<file path="config.mk">
export PLATFORM = sky130hd
export DESIGN_NAME = twos_comp_arbiter_flat
export DESIGN_NICKNAME = d
export VERILOG_FILES = /design/src/rtl/twos_comp_arbiter_if.sv /design/src/rtl/twos_comp_arbiter.sv /design/src/flat_wrapper.sv
export SDC_FILE = /design/constraint.sdc
export NUM_CORES = 1
export LEC_CHECK = 0
export ABC_CLOCK_PERIOD_IN_PS = 2100
export CORE_ASPECT_RATIO = 0.5
export CORE_MARGIN = 5
export CORE_UTILIZATION = 35
export CTS_BUF_LIST = sky130_fd_sc_hd__clkbuf_8 sky130_fd_sc_hd__clkbuf_16
export DETAILED_ROUTE_END_ITERATION = 10
export DONT_BUFFER_PORTS = 1
export PLACE_DENSITY = 0.55
export SYNTH_ARGS = -nofsm -noshare
export SYNTH_HDL_FRONTEND = slang
export SYNTH_SLANG_ARGS = --single-unit
</file>
<file path="constraint.sdc">
create_clock -name clk -period 2.1 [get_ports clk]
set_input_delay 0.105 -clock clk [delete_from_list [all_inputs] [get_ports clk]]
set_output_delay 0.105 -clock clk [all_outputs]
set_load 0.01 [all_outputs]
</file>
<file path="src/rtl/twos_comp_arbiter_if.sv">
// Request/response bundle for twos_comp_arbiter: two requester channels,
// one held response channel and the busy flag.
interface twos_comp_arbiter_if #(
    parameter int W = 6
);
    logic         req0_valid;
    logic         req0_ready;
    logic [1:0]   req0_op;
    logic [W-1:0] req0_a;
    logic [W-1:0] req0_b;

    logic         req1_valid;
    logic         req1_ready;
    logic [1:0]   req1_op;
    logic [W-1:0] req1_a;
    logic [W-1:0] req1_b;

    logic         rsp_valid;
    logic         rsp_ready;
    logic         rsp_id;
    logic [W-1:0] rsp_data;
    logic         rsp_ovf;
    logic         busy;

    modport master (
        output req0_valid, req0_op, req0_a, req0_b,
        output req1_valid, req1_op, req1_a, req1_b,
        output rsp_ready,
        input  req0_ready, req1_ready,
        input  rsp_valid, rsp_id, rsp_data, rsp_ovf, busy
    );

    modport slave (
        input  req0_valid, req0_op, req0_a, req0_b,
        input  req1_valid, req1_op, req1_a, req1_b,
        input  rsp_ready,
        output req0_ready, req1_ready,
        output rsp_valid, rsp_id, rsp_data, rsp_ovf, busy
    );
endinterface

</file>
<file path="src/rtl/twos_comp_arbiter.sv">
// Two-requester round-robin front end around one shared ~x+1 negation unit.
// Define SATURATE_EN to clamp overflowing results instead of wrapping them.
module twos_comp_arbiter #(
    parameter int W = 6
) (
    input  logic                  clk,
    input  logic                  rst,
    twos_comp_arbiter_if.slave    bus
);
    typedef enum logic [1:0] {S_IDLE, S_EXEC1, S_EXEC2, S_RESP} state_t;

    localparam logic [1:0] OP_NEG  = 2'b00;
    localparam logic [1:0] OP_ABS  = 2'b01;
    localparam logic [1:0] OP_SUB  = 2'b10;
    localparam logic [1:0] OP_PASS = 2'b11;

    localparam logic signed [W-1:0] MIN_VAL = {1'b1, {(W-1){1'b0}}};
    localparam logic signed [W-1:0] ONE     = W'(1);

`ifdef SATURATE_EN
    function automatic logic signed [W-1:0] saturate(
        input logic signed [W-1:0] wrap,
        input logic                ovf,
        input logic                neg_side
    );
        if (!ovf) return wrap;
        return neg_side ? MIN_VAL : {1'b0, {(W-1){1'b1}}};
    endfunction
`endif

    state_t              r_state;
    logic                r_ptr;
    logic                r_id;
    logic [1:0]          r_op;
    logic signed [W-1:0] r_a;
    logic signed [W-1:0] r_b;
    logic signed [W-1:0] r_nb;
    logic signed [W-1:0] r_data;
    logic                r_ovf;

    state_t              w_next;
    logic                w_rdy0;
    logic                w_rdy1;
    logic                w_accept;
    logic                w_grant;
    logic                w_load;
    logic signed [W-1:0] w_unit_in;
    logic signed [W-1:0] w_unit_out;
    logic signed [W-1:0] w_sum;
    logic signed [W-1:0] w_wrap;
    logic signed [W-1:0] w_res;
    logic                w_ovf;

    always_ff @(posedge clk or posedge rst) begin
        if (rst) r_state <= S_IDLE;
        else     r_state <= w_next;
    end

    // Ready is combinational in IDLE; rst gates it so nothing is offered while reset is held.
    always_comb begin
        w_next   = r_state;
        w_rdy0   = 1'b0;
        w_rdy1   = 1'b0;
        w_accept = 1'b0;
        w_grant  = 1'b0;
        w_load   = 1'b0;
        case (r_state)
            S_IDLE: begin
                if (!rst && (bus.req0_valid || bus.req1_valid)) begin
                    w_accept = 1'b1;
                    w_grant  = (bus.req0_valid && bus.req1_valid) ? r_ptr : bus.req1_valid;
                    w_rdy0   = !w_grant;
                    w_rdy1   = w_grant;
                    w_next   = S_EXEC1;
                end
            end
            S_EXEC1: begin
                if (r_op == OP_SUB) begin
                    w_next = S_EXEC2;
                end else begin
                    w_load = 1'b1;
                    w_next = S_RESP;
                end
            end
            S_EXEC2: begin
                w_load = 1'b1;
                w_next = S_RESP;
            end
            S_RESP: begin
                if (bus.rsp_ready) w_next = S_IDLE;
            end
            default: w_next = S_IDLE;
        endcase
    end

    // The single negation unit sees B during the first SUB step, A otherwise.
    always_comb begin
        w_unit_in  = (r_op == OP_SUB) ? r_b : r_a;
        w_unit_out = ~w_unit_in + ONE;
        w_sum      = r_a + r_nb;
    end

    always_comb begin
        w_wrap = r_a;
        w_ovf  = 1'b0;
        if (r_state == S_EXEC2) begin
            w_wrap = w_sum;
            // -MIN_VAL wraps back to MIN_VAL, so judge that case on the true difference.
            if (r_b == MIN_VAL) w_ovf = !r_a[W-1];
            else                w_ovf = (r_a[W-1] == r_nb[W-1]) && (w_sum[W-1] != r_a[W-1]);
        end else begin
            case (r_op)
                OP_NEG: begin
                    w_wrap = w_unit_out;
                    w_ovf  = (r_a == MIN_VAL);
                end
                OP_ABS: begin
                    w_wrap = r_a[W-1] ? w_unit_out : r_a;
                    w_ovf  = (r_a == MIN_VAL);
                end
                default: w_wrap = r_a;
            endcase
        end
`ifdef SATURATE_EN
        w_res = saturate(w_wrap, w_ovf, (r_state == S_EXEC2) && r_a[W-1]);
`else
        w_res = w_wrap;
`endif
    end

    always_ff @(posedge clk or posedge rst) begin
        if (rst) begin
            r_ptr  <= 1'b0;
            r_id   <= 1'b0;
            r_data <= '0;
            r_ovf  <= 1'b0;
        end else begin
            if (w_accept) begin
                r_ptr <= !w_grant;
                r_id  <= w_grant;
            end
            if (w_load) begin
                r_data <= w_res;
                r_ovf  <= w_ovf;
            end
        end
    end

    always_ff @(posedge clk) begin
        if (w_accept) begin
            r_op <= w_grant ? bus.req1_op : bus.req0_op;
            r_a  <= w_grant ? bus.req1_a  : bus.req0_a;
            r_b  <= w_grant ? bus.req1_b  : bus.req0_b;
        end
        if (r_state == S_EXEC1 && r_op == OP_SUB) r_nb <= w_unit_out;
    end

    assign bus.req0_ready = w_rdy0;
    assign bus.req1_ready = w_rdy1;
    assign bus.rsp_valid  = (r_state == S_RESP);
    assign bus.busy       = (r_state != S_IDLE);
    assign bus.rsp_id     = r_id;
    assign bus.rsp_data   = r_data;
    assign bus.rsp_ovf    = r_ovf;
endmodule

</file>
<file path="src/flat_wrapper.sv">
// flat-port wrapper written by rule: the top's interface ports become plain ports
module twos_comp_arbiter_flat 
#(
    parameter int W = 6
)
  (clk, rst, bus_req0_valid, bus_req0_op, bus_req0_a, bus_req0_b, bus_req1_valid, bus_req1_op, bus_req1_a, bus_req1_b, bus_rsp_ready, bus_req0_ready, bus_req1_ready, bus_rsp_valid, bus_rsp_id, bus_rsp_data, bus_rsp_ovf, bus_busy);
  twos_comp_arbiter_if #(.W(W)) bus_i ();
  input  logic clk;
  input  logic rst;
  input wire logic [$bits(bus_i.req0_valid)-1:0] bus_req0_valid;
  input wire logic [$bits(bus_i.req0_op)-1:0] bus_req0_op;
  input wire logic [$bits(bus_i.req0_a)-1:0] bus_req0_a;
  input wire logic [$bits(bus_i.req0_b)-1:0] bus_req0_b;
  input wire logic [$bits(bus_i.req1_valid)-1:0] bus_req1_valid;
  input wire logic [$bits(bus_i.req1_op)-1:0] bus_req1_op;
  input wire logic [$bits(bus_i.req1_a)-1:0] bus_req1_a;
  input wire logic [$bits(bus_i.req1_b)-1:0] bus_req1_b;
  input wire logic [$bits(bus_i.rsp_ready)-1:0] bus_rsp_ready;
  output wire logic [$bits(bus_i.req0_ready)-1:0] bus_req0_ready;
  output wire logic [$bits(bus_i.req1_ready)-1:0] bus_req1_ready;
  output wire logic [$bits(bus_i.rsp_valid)-1:0] bus_rsp_valid;
  output wire logic [$bits(bus_i.rsp_id)-1:0] bus_rsp_id;
  output wire logic [$bits(bus_i.rsp_data)-1:0] bus_rsp_data;
  output wire logic [$bits(bus_i.rsp_ovf)-1:0] bus_rsp_ovf;
  output wire logic [$bits(bus_i.busy)-1:0] bus_busy;
  assign bus_i.req0_valid = bus_req0_valid;
  assign bus_i.req0_op = bus_req0_op;
  assign bus_i.req0_a = bus_req0_a;
  assign bus_i.req0_b = bus_req0_b;
  assign bus_i.req1_valid = bus_req1_valid;
  assign bus_i.req1_op = bus_req1_op;
  assign bus_i.req1_a = bus_req1_a;
  assign bus_i.req1_b = bus_req1_b;
  assign bus_i.rsp_ready = bus_rsp_ready;
  assign bus_req0_ready = bus_i.req0_ready;
  assign bus_req1_ready = bus_i.req1_ready;
  assign bus_rsp_valid = bus_i.rsp_valid;
  assign bus_rsp_id = bus_i.rsp_id;
  assign bus_rsp_data = bus_i.rsp_data;
  assign bus_rsp_ovf = bus_i.rsp_ovf;
  assign bus_busy = bus_i.busy;
  twos_comp_arbiter #(.W(W)) u_core (.clk(clk), .rst(rst), .bus(bus_i));
endmodule
</file>
==> impl_metrics.ini <==
[sta]
tightestPinTransition_ps = 627
setup_viol = 0
max_freq_mhz = 508
finalClockSkew_ps = 7.54
rsz0062_at_grt = false
drv_slew = 0
finalHoldViolations = 0
fin_crit_ps = 1970
hold_ws_ps = 20.3
tns_ps = 0
fin_crit_sh = 0.937
relSlewSlack = 0.581
setup_slack_ps = 132

[yosys]
ys.warnings.count = 0
syn_area_per_cell_um2 = 10.8
ys_seq_elements = 31
post_synth_num_cell_types = 42
seq_area_frac_synth = 0.450
syn_inst = 180
syn_area_um2 = 1950
synth_ff_type = edfxtp_1
synth_edf_count = 20
syn_nets = 224
async_flop_share = 0.355

[clock_network]
cts_max_level = 2
post-cts-setup-buffers = 0
cts_root_buf = clkbuf_8
worstSkewPairLatency_ps = 290
clkTransAtPathRegs_ps = 70
numCtsBuffers = 5
cts.sink_count = 31
cts.path.max_buffers = 2
cts_tree = yes

[global_route]
antenna_found_initial = 0
grt_pass1_vias = 1402
grt_max_degree = 19
grt-ovfl-total = 0
grt_first_pass_wirelength_um = 6980
grt_use_total = 0.125

[floorplan]
num_io_pins = 45
start_util = 0.357
die_x_um = 115
die-area_um2 = 7240
fp.dieH_um = 62.7
coreArea_um2 = 5440
num_rows = 19

[placement]
numPlacedInstances = 257
routabilityCongestion = 0.809
hpwl_um = 3200
place_area_um2 = 2080
post-place-ws_ps = 125
portBuffers = 0

[critical_path]
worstPathRequired_ps = 2320
cp_max_fo = 6
cp-start-kind = flop
endpoint_kind = flop
critical_path_arrival_ps = 2190
path_class = reg2reg

[route]
drc = 0
detail_route.first_pass.iterations = 4
drtIter0Drc = 72
viasPerCell = 4.96
ant_nets = 0
wl_per_cell_um = 15.5
finalWirelength_um = 4130
vias = 1319

[worst_hold_path]
hp-class = in2reg

[run_status]
status = finished clean

[final_layout]
n_antenna_cell = 0
final_nets = 236
layout.cells.non_filler = 266
drive_gt1_frac = 0.130
fin_area_um2 = 2180
areaGrowthSynthToFinish_pct = 11.8
nFillCells = 504

[power]
vdd_drop_max_uv = 374
p_leak_uw = 0.000882
p_per_area_nw_per_um2 = 1090

[run]
drv_cap = 0
[cells in the mapped netlist, types with 3 or more instances]
cell	instances	share of area
mux2i_1	9	0.046
a21oi_1	7	0.018
dfrtp_1	11	0.14
ha_1	10	0.064
buf_2	3	0.0077
inv_1	11	0.021
edfxtp_1	20	0.31
nand3_1	6	0.015
o21ai_0	5	0.013
nor2b_1	3	0.0096
xor2_1	8	0.036
xnor2_1	3	0.014
nand2_1	14	0.027
o21ai_1	6	0.015
nor2_1	15	0.029
nor3_1	6	0.015
mux2_1	14	0.081
[metrics by stage]
step / total power [uW] / util
2_1_floorplan: 1720 / -
3_3_place_gp: 1930 / 0.382
3_5_place_dp: 1950 / 0.382
4_1_cts: 2410 / 0.399
5_1_grt: 2570 / 0.400
6_report: 2380 / 0.400
[per-layer routing]
metal | wire (um) | track usage | vias up
li1 | - | - | 662
met1 | 2110 | 0.183 | 606
met2 | 1680 | 0.166 | 46
met3 | 282 | 0.0377 | 5
met4 | 53 | 0.0586 | 0
met5 | 0 | 0 | -
[final timing paths]
check                                     from                      to  slack, ps  cells past startpoint
max in group asynchronous                  rst  u_core.bus.rsp_data[1]       1500                      2
min in group asynchronous                  rst  u_core.bus.rsp_data[2]        270                      2
worst max register to register  u_core.r_op[0]  u_core.bus.rsp_data[2]        130                      7
worst max-delay path            u_core.r_op[0]  u_core.bus.rsp_data[2]        130                      7
worst min register to register    u_core.r_ptr            u_core.r_ptr        500                      2
worst min-delay path             bus_req0_a[4]           u_core.r_a[4]         20                      1
[flip-flops by register name, summed over array words and instances (netlist names)]
register / cells
u_core.bus.rsp_id: 1
u_core.r_ptr: 1
u_core.bus.rsp_data: 6
u_core.r_state: 2
u_core.r_b: 6
u_core.r_nb: 6
u_core.r_a: 6
u_core.bus.rsp_ovf: 1
u_core.r_op: 2
[power breakdown]
| group | switching [uW] | internal (uW) | total (uW) |
|---|---|---|---|
| sequential | 162 | 842 | 1000 |
| clock | 223 | 222 | 445 |
| combinational | 532 | 395 | 927 |
| total | 918 | 1460 | 2380 |
[cells in the final DEF, fill, tap and decap left out, drive strengths merged, types with 2 or more instances in the layout]
master and instances:
a211oi 2, a21o 2, a21oi 9, buf 10, clkbuf 5, dfrtp 11, edfxtp 20, ha 10
inv 14, mux2 15, mux2i 10, nand2 14, nand2b 3, nand3 6, nor2 16, nor2b 3
nor3 6, o21ai 12, xnor2 3, xor2 8
[logic make-up (layout without fill, tap and decap cells)]
kind of cell / count (synthesis) / in the layout / share of synthesized area
xor gates and xnor gates: 11 / 11 / 0.0495
muxes: 25 / 25 / 0.145
buffers and inverters: 18 / 31 / 0.0463
adders and majority gates: 11 / 11 / 0.0746
and+or+nand+nor: 52 / 52 / 0.127
AOI/OAI and AO/OA: 32 / 32 / 0.108
DFF: 31 / 31 / 0.450
[what timing repair did]
action / CTS / global route
endpoints found under the hold margin: 11 / 0
hold buffers: 1 / 0
setup endpoints to repair: 0 / 1
gates resized for setup: 0 / 1
[worst max-delay path, cell delays in order (launching register included)]
cell      delay [ps]
edfxtp_1         420
nand2b_1         280
mux2i_4          240
ha_1             280
nor3_1           250
xor2_1           200
mux2i_1          110
o21ai_1          130
[layout make-up]
type                            count  area (um2)  area share
Multi-Input combinational cell    131         985       0.453
Sequential cell                    31         876       0.403
Timing Repair Buffer               11        97.6      0.0449
Tap cell                           73        91.3      0.0420
Clock buffer                        5        68.8      0.0316
Inverter                           12        45.0      0.0207
Clock inverter                      3        12.5     0.00575
Power figures use the tool's default switching activity.
